File: config.mk
export PLATFORM = sky130hd
export DESIGN_NAME = vend_credit_ctrl
export DESIGN_NICKNAME = d
export VERILOG_FILES = /design/src/rtl/vend_pkg.sv /design/src/rtl/vend_coin_decode.sv /design/src/rtl/vend_credit_ctrl.sv
export SDC_FILE = /design/constraint.sdc
export NUM_CORES = 1
export LEC_CHECK = 0
export ABC_AREA = 1
export BUFFER_PORTS_ARGS = -buffer_cell sky130_fd_sc_hd__buf_4
export CELL_PAD_IN_SITES_DETAIL_PLACEMENT = 1
export CELL_PAD_IN_SITES_GLOBAL_PLACEMENT = 1
export CORE_MARGIN = 4
export CORE_UTILIZATION = 41
export CTS_CLUSTER_SIZE = 12
export DETAILED_ROUTE_END_ITERATION = 10
export PLACE_DENSITY = 0.9
export REMOVE_ABC_BUFFERS = 1
export SYNTH_ARGS = -nofsm -noshare
export SYNTH_HDL_FRONTEND = slang
export SYNTH_SLANG_ARGS = --single-unit
File: constraint.sdc
create_clock -name clk -period 3 [get_ports clk]
set_input_delay 0.45 -clock clk [delete_from_list [all_inputs] [get_ports clk]]
set_output_delay 0.45 -clock clk [all_outputs]
set_load 0.02 [all_outputs]
File: src/rtl/vend_pkg.sv
// Shared types and constants for the vending credit controller.
package vend_pkg;

  typedef enum logic [1:0] {
    ST_IDLE   = 2'd0,
    ST_CREDIT = 2'd1,
    ST_VEND   = 2'd2,
    ST_REFUND = 2'd3
  } vend_state_e;

  localparam logic [1:0] COIN_C0 = 2'b00;
  localparam logic [1:0] COIN_C1 = 2'b01;
  localparam logic [1:0] COIN_C2 = 2'b10;
  localparam logic [1:0] COIN_C3 = 2'b11;

endpackage

File: src/rtl/vend_coin_decode.sv
// Combinational coin_code -> credit value lookup.
module vend_coin_decode
  import vend_pkg::*;
#(
  parameter int COIN0_VAL = 25,
  parameter int COIN1_VAL = 50,
  parameter int COIN2_VAL = 100,
  parameter int COIN3_VAL = 10,
  parameter int CREDIT_W  = 8
) (
  input  logic [1:0]          coin_code,
  output logic [CREDIT_W-1:0] coin_val
);

  // Map each denomination code to its configured value.
  always_comb begin
    coin_val = '0;
    case (coin_code)
      COIN_C0: coin_val = CREDIT_W'(COIN0_VAL);
      COIN_C1: coin_val = CREDIT_W'(COIN1_VAL);
      COIN_C2: coin_val = CREDIT_W'(COIN2_VAL);
      COIN_C3: coin_val = CREDIT_W'(COIN3_VAL);
      default: coin_val = '0;
    endcase
  end

endmodule

File: src/rtl/vend_credit_ctrl.sv
// Vending credit controller: accumulates coin credit, dispenses at PRICE,
// returns change, handles cancel/refund. Optional inactivity auto-refund
// is built when VEND_TIMEOUT_EN is defined.
module vend_credit_ctrl
  import vend_pkg::*;
#(
  parameter int PRICE       = 100,
  parameter int COIN0_VAL   = 25,
  parameter int COIN1_VAL   = 50,
  parameter int COIN2_VAL   = 100,
  parameter int COIN3_VAL   = 10,
  parameter int CREDIT_W    = 8,
  parameter int TIMEOUT_CYC = 1280
) (
  input  logic                clk,
  input  logic                reset,
  input  logic                coin_valid,
  input  logic [1:0]          coin_code,
  input  logic                cancel,
  output logic                dispense,
  output logic                change_valid,
  output logic [CREDIT_W-1:0] change_amt,
  output logic                coin_reject,
  output logic [CREDIT_W-1:0] credit,
  output logic                busy
);

  localparam logic [CREDIT_W-1:0] PRICE_C = CREDIT_W'(PRICE);

  vend_state_e         state_q, state_d;
  logic [CREDIT_W-1:0] credit_q, credit_d;
  logic [CREDIT_W-1:0] amt_q, amt_d;
  logic                disp_q, disp_d;
  logic                cv_q, cv_d;
  logic                rej_q, rej_d;
  logic [CREDIT_W-1:0] coin_val;
  logic [CREDIT_W-1:0] sum;
  logic                tmo_hit;
  logic                cancel_eff;
  logic                coin_accept;

  vend_coin_decode #(
    .COIN0_VAL (COIN0_VAL),
    .COIN1_VAL (COIN1_VAL),
    .COIN2_VAL (COIN2_VAL),
    .COIN3_VAL (COIN3_VAL),
    .CREDIT_W  (CREDIT_W)
  ) u_dec (
    .coin_code (coin_code),
    .coin_val  (coin_val)
  );

  // Parameter rule guarantees the sum never wraps.
  assign sum         = credit_q + coin_val;
  // A timeout behaves exactly like a cancel request.
  assign cancel_eff  = cancel | tmo_hit;
  assign coin_accept = coin_valid && !cancel_eff &&
                       (state_q == ST_IDLE || state_q == ST_CREDIT);

`ifdef VEND_TIMEOUT_EN
  localparam int TW = $clog2(TIMEOUT_CYC + 1);
  logic [TW-1:0] tmo_q, tmo_d;

  assign tmo_hit = (state_q == ST_CREDIT) && (tmo_q == TW'(TIMEOUT_CYC));

  // Count idle cycles spent in CREDIT; any coin or state exit restarts it.
  always_comb begin
    tmo_d = '0;
    if (state_q == ST_CREDIT && state_d == ST_CREDIT && !coin_accept)
      tmo_d = tmo_q + 1'b1;
  end

  // Timeout counter register.
  always_ff @(posedge clk or posedge reset) begin
    if (reset) tmo_q <= '0;
    else       tmo_q <= tmo_d;
  end
`else
  // Feature compiled out: credit is held indefinitely.
  assign tmo_hit = 1'b0 && (TIMEOUT_CYC != 0);
`endif

  // Next-state and registered-output decisions.
  always_comb begin
    state_d  = state_q;
    credit_d = credit_q;
    amt_d    = amt_q;
    disp_d   = 1'b0;
    cv_d     = 1'b0;
    rej_d    = 1'b0;
    case (state_q)
      ST_IDLE, ST_CREDIT: begin
        // A coin arriving alongside a cancel is handed back.
        if (cancel_eff && coin_valid) rej_d = 1'b1;
        if (cancel_eff && state_q == ST_CREDIT) begin
          state_d  = ST_REFUND;
          amt_d    = credit_q;
          credit_d = '0;
          cv_d     = 1'b1;
        end else if (coin_accept) begin
          if (sum >= PRICE_C) begin
            state_d  = ST_VEND;
            amt_d    = sum - PRICE_C;
            credit_d = '0;
            disp_d   = 1'b1;
            cv_d     = (sum != PRICE_C);
          end else begin
            state_d  = ST_CREDIT;
            credit_d = sum;
          end
        end
      end
      ST_VEND, ST_REFUND: begin
        state_d = ST_IDLE;
        rej_d   = coin_valid;
      end
      default: state_d = ST_IDLE;
    endcase
  end

  // State, credit and output pulse registers.
  always_ff @(posedge clk or posedge reset) begin
    if (reset) begin
      state_q  <= ST_IDLE;
      credit_q <= '0;
      amt_q    <= '0;
      disp_q   <= 1'b0;
      cv_q     <= 1'b0;
      rej_q    <= 1'b0;
    end else begin
      state_q  <= state_d;
      credit_q <= credit_d;
      amt_q    <= amt_d;
      disp_q   <= disp_d;
      cv_q     <= cv_d;
      rej_q    <= rej_d;
    end
  end

  assign dispense     = disp_q;
  assign change_valid = cv_q;
  assign change_amt   = amt_q;
  assign coin_reject  = rej_q;
  assign credit       = credit_q;
  assign busy         = (state_q == ST_VEND) || (state_q == ST_REFUND);

endmodule

# ---- Word level (Yosys, flattened, before mapping)
# Cells that the tools add are included.
dict set report classes {
  n_lt_le_gt_ge 1
  addsub 2
  n_eq_ne 8
  muxes 21
  reduce_logical 15
}
# operator n
set ops {}
lappend ops {{8-bit 2-to-1 mux} 6}
lappend ops {{8-bit one-hot mux with 4 select lines} 1}
lappend ops {{1-bit 2-to-1 mux} 9}
lappend ops {{8-bit adder} 1}
lappend ops {{2-bit == test, second input constant} 4}
lappend ops {{8-bit by 7-bit >= comparator with 1-bit output, second input constant} 1}
lappend ops {{8-bit by 7-bit inequality test with 1-bit output, second input constant} 1}
lappend ops {{8-bit by 7-bit subtractor with 8-bit output, second input constant} 1}
lappend ops {{2-bit 2-to-1 mux} 3}
lappend ops {{2-bit by 1-bit == test with 1-bit output, second input constant} 2}
lappend ops {{1-bit logical AND} 4}
lappend ops {{2-bit logical NOT} 2}
lappend ops {{2-bit one-hot mux with 2 select lines} 1}
lappend ops {{2-bit nonzero test} 2}
lappend ops {{2-bit OR reduction} 2}
lappend ops {{3-bit inequality test, second input constant} 1}
lappend ops {{3-bit AND reduction} 1}
lappend ops {{1-bit logical OR} 2}
lappend ops {{1-bit one-hot mux with 2 select lines} 1}
lappend ops {{2-bit AND reduction} 1}
lappend ops {{1-bit logical NOT} 1}
dict set report totals {
  register_bits 21
  wordCells 53
  in_bits 6
}

# ---- Longest topological paths before layout
# Gate-level depths: netlist of the first run.
dict set report depth {
  depth_word 8
  depth_mapped 19
  depth_no_buf 19
}

# ---- Cells and area by module
# From an unflattened synthesis of the first run, not the netlist that was laid out.
dict set report unflattened {
  hier_cells 220
  hier_area_um2 1580.3
}
# mod seq_area_each_um2 area_each_um2 cells_each n_inst
set by_module_without_submodules {}
lappend by_module_without_submodules {vend_credit_ctrl 525.5 1486.4 207 1}
lappend by_module_without_submodules {vend_coin_decode 0.0 93.8 13 1}

# ---- Worst setup path after synthesis of the first run
# Ideal clock, no wire load.
dict set report synth_path {
  kind {input to register}
  from {input coin_code[0]}
  to {register amt_q[6], in the netlist change_amt[6]}
  t_arrival_ns 2.356
  path_slack_ns 0.528
  stages 18
  setup_time_ns 0.117
  n_path_buf 0
  path_cell_list {inv_1 ha_1 ha_1 inv_1 fa_1 inv_1 nand2_1 nand2_1 inv_1 ha_1 nand3b_1 nor2_2 nand3_4 nand3_4 nor2_8 nor2_4 nand2_1 nand2_1}
}
dict set report synth_between {
  elab_chain_len 7
  word_cells_on_any_way 13
  cone_classes {2 x add/sub; 1 x order compare; 3 x eq/ne; 4 x mux; 3 x reduce/logical}
}
# element line
set synth_lines {}
lappend synth_lines {{start: declaration} vend_credit_ctrl.sv:18} ;# input logic [1:0] coin_code,
lappend synth_lines {{2-bit == test (tied with other cells)} vend_coin_decode.sv:18} ;# case (coin_code)
lappend synth_lines {{8-bit one-hot mux with 4 select lines (*)} vend_coin_decode.sv:18}
lappend synth_lines {{8-bit adder (*)} vend_credit_ctrl.sv:54} ;# assign sum = credit_q + coin_val;
lappend synth_lines {{8-bit by 7-bit subtractor with 8-bit output} vend_credit_ctrl.sv:103} ;# amt_d = sum - PRICE_C;
lappend synth_lines {{8-bit 2-to-1 mux} vend_credit_ctrl.sv:101} ;# if (sum >= PRICE_C) begin
lappend synth_lines {{8-bit 2-to-1 mux} vend_credit_ctrl.sv:100} ;# end else if (coin_accept) begin
lappend synth_lines {{8-bit 2-to-1 mux} vend_credit_ctrl.sv:95} ;# if (cancel_eff && state_q == ST_CREDIT) begin
lappend synth_lines {{end signal: assignment} vend_credit_ctrl.sv:133} ;# amt_q <= amt_d;
lappend synth_lines {{end: declaration} vend_credit_ctrl.sv:32} ;# logic [CREDIT_W-1:0] amt_q, amt_d;
# Every way passes the cells marked *; elsewhere a longest branch is shown, timed or not. The select of a mux whose other input is x is not followed.
# A chain may end at the register's enable or synchronous reset.

# ---- Worst setup path in the final report of the first run
dict set report layout_path {
  from {input coin_code[0]}
  to {register credit_q[2], in the netlist credit[2]}
}
dict set report layout_between {
  elab_chain_len 7
  word_cells_on_any_way 10
  cone_classes {1 x add/sub; 1 x order compare; 3 x eq/ne; 4 x mux; 1 x reduce/logical}
}
# element line
set layout_lines {}
lappend layout_lines {{2-bit == test (tied with other cells)} vend_coin_decode.sv:18}
lappend layout_lines {{8-bit one-hot mux with 4 select lines (*)} vend_coin_decode.sv:18}
lappend layout_lines {{8-bit adder (*)} vend_credit_ctrl.sv:54}
lappend layout_lines {{8-bit by 7-bit >= comparator with 1-bit output} vend_credit_ctrl.sv:101}
lappend layout_lines {{8-bit 2-to-1 mux (*)} vend_credit_ctrl.sv:101}
lappend layout_lines {{8-bit 2-to-1 mux (*)} vend_credit_ctrl.sv:100}
lappend layout_lines {{8-bit 2-to-1 mux (*)} vend_credit_ctrl.sv:95}
lappend layout_lines {{end signal: assignment} vend_credit_ctrl.sv:132} ;# credit_q <= credit_d;
lappend layout_lines {{end: declaration} vend_credit_ctrl.sv:31} ;# logic [CREDIT_W-1:0] credit_q, credit_d;
# Marked as above.

==> results.txt, run 1 <==
status: completed
Achievable Freq: 0.373 GHz
Synth area leaders: dfrtp_1 (34%), nand2_1 (14%), ha_1 (9.6%), nand3_1 (9.3%), inv_1 (6.7%)
initial antenna violation count: 0
Final nets: 254
synth warn: 0
P&R area growth vs syn: 19.0%
crit end category: flip-flop
Tot Pwr: 2170 uW
cts bufs inserted: 3
slowest CP cell: fa_1
crit path kind: in -> reg
setup TNS: 0 ps
Final period util: 89.3%
Hold Violations, Final: 0
Critical path buffers and inverters: 5
total global routing track utilization: 18.9%
r2r endpoint: credit[2]$_DFFE_PP0P_
Finished Layout Cells: 282
Routed Antenna Nets: 0
fin crit period: 2680 ps
Remaining DRCs: 0
unrepaired setup endpoints after global routing: no
CP Data Required Time: 3180 ps
antenna cells: 0
Routed wire per std cell: 15.2 um
fin worst setup slack: 322 ps
total number of vias: 1450
FF+latch area: 526 um^2
Synth Instances: 206
delay-heaviest family, CP: adder cells
LEAKAGE: 0.00103 uW
I/O pin count: 26
crit start category: primary input
clk buf depth: 2
area of the multi-input gates: 913 um^2
Worst Hold Class: in -> async
CTS tree: done
slowest stage delay, CP: 400 ps
post-synth top area cell: dfrtp_1
Die Y: 69.8 um
Synth cell types: 29
Synth top area share: 33.6%
peak supply drop: 624 uV
Post-Syn Area: 0.00156 mm^2
largest net degree at the start of global routing: 22
fin util: 50.8%
core box area: 0.00366 mm^2
cts hold-fix bufs: 0
Max-Slew Margin vs Limit: 46.9%
final setup vio count: 0
initial core utilization: 42.7%
row count: 22
clk sink count: 21
GPL Wtd Cong: 0.783
WL final: 4.28 mm
gr ovfl total: 0
#FFs+latches synth: 21
fraction of registers with async set/reset: 100%
Skew-Pair Late Insertion Delay: 270 ps
placed insts: 278
Final HPWL DP: 3.40 mm
Post-synth EDFFs: 0
mean post-synth cell area: 7.59 um^2
max-slew violation count: 0
die width: 69.8 um
Worst-Margin Slew: 796 ps
worst path cell trace: buf_4 > inv_1 > ha_1 > ha_1 > inv_1 > fa_1 > inv_1 > nand2_1 > nand2_1 > inv_1 > ha_1 > nand3b_1 > nor2_2 > nand3_4 > nand3_4 > nor2_8 > nand3_1 > o21ai_1
Place WS: 98.1 ps
vias per cell: 5.14
CTS Root Cell: clkbuf_8
DIE AREA: 0.00487 mm^2
number of H-tree levels: 1
share of layout cells above drive strength 1: 20.9%
critical path's most frequent cell: inv_1
CTS clk-pin slew, worst paths: 80 ps
sequential area share after synthesis: 33.6%
Pwr Density: 1170 mW/mm^2
setup repair bufs after CTS: 0
cts repair resizes: 0
Max Cap Violations: 0
worst flop-to-flop path startpoint: credit[0]$_DFFE_PP0P_
worst reg2reg setup slack: 460 ps
crit path DAT: 2860 ps
DR pass1 iterations: 4
commonest register cell after synthesis: dfrtp_1
port buffer count: 25
drt first-iter violations: 39
# fillers: 484
Reg2Reg Depth: 15
vias in the first global route: 1506
first-pass GRT wire length: 7.25 mm
Clock Skew: 3.53 ps
Crit Path Max Fanout: 6
routing by layer:
layer / wire (um) / share of wire (%) / GRT usage, % / up-vias
li1: - / - / - / 719
met1: 1750 / 41 / 21.8 / 680
met2: 2190 / 51 / 32.9 / 37
met3: 217 / 5.1 / 5.07 / 14
met4: 114 / 2.7 / 7.23 / 0
met5: 0 / 0 / 0 / -
power breakdown:
| part | total (uW) | switching [uW] | leakage [uW] | internal [uW] |
|---|---|---|---|---|
| sequential | 491 | 92.6 | 0.000271 | 398 |
| combinational | 1490 | 965 | 0.000730 | 526 |
| clock | 188 | 95.4 | 0.0000255 | 92.7 |
| total | 2170 | 1150 | 0.00103 | 1020 |
registers in the layout, summed over array words and instances (netlist names):
signal        flops
change_amt        8
credit            8
state_q           2
change_valid      1
coin_reject       1
dispense          1
Yosys cell counts (2+ instances only):
master / number
nand2_4: 3
nand3_1: 29
ha_1: 12
o21ai_1: 7
dfrtp_1: 21
nor2_1: 10
nand3_4: 3
o21ai_0: 4
a21oi_1: 7
clkinv_1: 2
clkbuf_1: 2
inv_1: 28
nand2_2: 3
nand2_1: 59
nand3_2: 2
per-stage QoR:
stage	area, um^2	hold WS, ps
final	1860	334
after global routing	1860	386
after CTS	1860	360
after detailed placement	1810	465
after global placement	1810	458
after floorplan	1550	427
cell usage in the layout, fill, tap and decap left out, types with 2 or more instances in the layout:
master	n
o21ai_1	7
nand2_1	59
nand3_1	29
o21ai_0	4
clkbuf_8	3
dfrtp_1	21
nand2_2	3
clkinv_1	2
ha_1	12
inv_1	28
nand3_4	3
nor2_1	10
a21oi_1	7
nand2_4	3
buf_4	27
nand3_2	2
cell type report:
type,count,area share [%]
clock buffers,3,2.22
clock inverters,1,0.269
inverters,30,6.05
multi-input cells,152,49.1
flip-flops and latches,21,28.2
well taps,48,3.23
repair buffers,27,10.9
worst max path at each step:
| stage | to | slack (ps) | cells after the start | from |
|---|---|---|---|---|
| final | credit[2]$_DFFE_PP0P_ | 320 | 18 | coin_code[0] |
| after global routing | credit[2]$_DFFE_PP0P_ | 150 | 18 | coin_code[0] |
| after CTS | credit[2]$_DFFE_PP0P_ | 320 | 18 | coin_code[0] |
| after detailed placement | credit[4]$_DFFE_PP0P_ | 100 | 18 | coin_code[0] |
| after global placement | change_amt[7]$_DFFE_PP0P_ | 270 | 19 | coin_code[0] |
| after floorplan | change_amt[6]$_DFFE_PP0P_ | 520 | 18 | coin_code[0] |
cells by family after synthesis:
| kind of cell | count (synthesis) | share of synthesized area, % |
|---|---|---|
| simple gates | 119 | 40.8 |
| compound gates | 20 | 6.72 |
| fa+ha+maj | 13 | 10.9 |
| flops | 21 | 33.6 |
| buf+inv | 33 | 8.00 |
Power figures use the tool's default switching activity.
==> run 2, diff against run 1 <==
--- a/config.mk
+++ b/config.mk
@@ -9,6 +9,7 @@
 export BUFFER_PORTS_ARGS = -buffer_cell sky130_fd_sc_hd__buf_4
 export CELL_PAD_IN_SITES_DETAIL_PLACEMENT = 1
 export CELL_PAD_IN_SITES_GLOBAL_PLACEMENT = 1
+export CORE_ASPECT_RATIO = 1.5
 export CORE_MARGIN = 4
 export CORE_UTILIZATION = 41
 export CTS_CLUSTER_SIZE = 12
==> run 2 against run 1 <==
  * Routed wire length shrank 2.6%
  * Maximum frequency up 1.3%
  * First-iteration DRC count fell by 7.7%
  * Combinational power barely moved
  * Clock power down 3%
  * Critical path type unchanged
==> results.txt, run 2 (same netlist as run 1, synthesis figures left out) <==
cts hold-fix bufs: 0 (unchanged)
Clock Skew: 3.04 ps (-0.489 ps)
Int Power: 1020 uW (+0.20%)
crit start category: primary input
highest-count cells in the layout ignoring fill and taps: nand2_1 (59), nand3_1 (29), inv_1 (28), buf_4 (27), dfrtp_1 (21)
setup TNS: 0 ps (unchanged)
slowest CP cell: fa_1
Flop pwr share: 22.6% (about the same)
clk sink count: 21 (unchanged)
delay-heaviest family, CP: adder cells
most common cell after layout, fill and taps aside: nand2_1
cts bufs inserted: 3 (unchanged)
Fin Hold WS: 337 ps (+3.26 ps)
Skew-Pair Late Insertion Delay: 260 ps (about the same)
GPL Wtd Cong: 0.870 (+11%)
total global routing track utilization: 19.7% (+0.84 points)
antenna cells: 0 (unchanged)
clk buf depth: 2 (unchanged)
Routed Antenna Nets: 0 (unchanged)
Final nets: 254 (unchanged)
Achievable Freq: 0.378 GHz (+1.3%)
Clock power frac: 8.5% (-0.2 points)
worst path cell trace: buf_4 > inv_1 > ha_1 > ha_1 > inv_1 > fa_1 > inv_1 > nand2_1 > nand2_1 > inv_1 > ha_1 > nand3b_1 > nor2_2 > nand3_4 > nand3_4 > nor2_8 > nor2_4 > nand2_1 > nand2_1
gr ovfl total: 0 (unchanged)
vias in the first global route: 1688 (+12%)
Metal-1 WL: 1.55 mm (-11%)
Remaining DRCs: 0 (unchanged)
vias per cell: 5.21 (+1.4%)
unrepaired setup endpoints after global routing: no
Pwr Density: 1160 mW/mm^2 (-0.45%)
DR WL met3: 123 um (-43%)
slowest stage delay, CP: 380 ps (-20 ps)
Place WS: 115 ps (+16.5 ps)
Switch Pwr: 1130 uW (-1.8%)
Crit Path Max Fanout: 6 (unchanged)
WL final: 4.16 mm (-2.6%)
port buffer count: 25 (unchanged)
DR pass1 iterations: 4 (unchanged)
largest net degree at the start of global routing: 22 (unchanged)
share of layout cells above drive strength 1: 20.5% (-0.43 points)
LEAKAGE: 0.00102 uW (-0.27%)
Final period util: 88.1% (-1.2 points)
number of H-tree levels: 1 (unchanged)
die width: 58.4 um (-16%)
crit path kind: in -> reg
CTS tree: done
fin worst setup slack: 357 ps (+34.9 ps)
Routed wire per std cell: 15.0 um (-0.84%)
DIE AREA: 0.00489 mm^2 (+0.43%)
met2 wire len: 2.33 mm (+6.4%)
I/O pin count: 26 (unchanged)
Max Cap Violations: 0 (unchanged)
max-slew violation count: 0 (unchanged)
cts repair resizes: 0 (unchanged)
initial core utilization: 42.5% (-0.25 points)
worst reg2reg setup slack: 550 ps (+90 ps)
CP Data Required Time: 3140 ps (-40 ps)
setup repair bufs after CTS: 0 (unchanged)
crit end category: flip-flop
fin crit period: 2640 ps (-34.9 ps)
status: completed
core box area: 0.00368 mm^2 (+0.58%)
Hold Violations, Final: 0 (unchanged)
row count: 27 (+23%)
Critical path buffers and inverters: 5 (unchanged)
Worst-Margin Slew: 782 ps (-13.9 ps)
drt first-iter violations: 36 (-7.7%)
crit path DAT: 2790 ps (-70 ps)
Max-Slew Margin vs Limit: 47.8% (+0.93 points)
switching share of power: 52.6% (-0.50 points)
P&R area growth vs syn: 18.5%
Final HPWL DP: 3.49 mm (+2.4%)
Worst Hold Class: in -> async
initial antenna violation count: 0 (unchanged)
Top Layer Used: met4
peak supply drop: 621 uV (-0.41%)
Die Y: 83.6 um (+20%)
CTS Root Cell: clkbuf_8
final setup vio count: 0 (unchanged)
first-pass GRT wire length: 7.65 mm (+5.6%)
fin util: 50.3% (-0.50 points)
Logic pwr share: 68.9% (+0.2 points)
total number of vias: 1444 (-0.41%)
CTS clk-pin slew, worst paths: 70 ps (about the same)
-- run 2: final cells by class --
type / instances / area (um^2)
fill: 485 / 1830
multi-input combinational: 152 / 913
sequential: 21 / 526
timing repair buffer: 27 / 203
inverter: 30 / 113
tap: 43 / 53.8
clock buffer: 4 / 45.0
-- run 2: power by group through the flow --
stage,Clock (uW),Combinational [uW],Sequential (uW)
3_3_place_gp,0,1430,484
2_1_floorplan,0,921,600
5_1_grt,203,1670,508
4_1_cts,187,1500,487
6_report,183,1480,485
3_5_place_dp,0,1480,492
-- run 2: worst paths after layout --
path	start	depth (start not counted)	endpoint
setup / recovery	coin_code[0]	19	change_amt[7]$_DFFE_PP0P_
hold / removal	reset	2	credit[1]$_DFFE_PP0P_
setup reg to reg	credit[0]$_DFFE_PP0P_	16	change_amt[7]$_DFFE_PP0P_
hold reg to reg	change_amt[1]$_DFFE_PP0P_	2	change_amt[1]$_DFFE_PP0P_
max in group asynchronous	reset	2	credit[5]$_DFFE_PP0P_
min in group clk	cancel	3	coin_reject$_DFF_PP0_
-- run 2: through the flow --
stage / cells / cell area [um^2] / total power, uW
global route: 277 / 1850 / 2380
floorplan: 203 / 1550 / 1520
finish: 277 / 1850 / 2150
CTS: 277 / 1850 / 2170
global placement: 273 / 1810 / 1910
detailed placement: 273 / 1810 / 1970
-- run 2: metal layers --
| metal | track usage [%] | vias to the layer above |
|---|---|---|
| met5 | 0 | - |
| met4 | 10.5 | 0 |
| met3 | 2.32 | 14 |
| met2 | 36.3 | 26 |
| met1 | 20.6 | 689 |
| li1 | - | 715 |
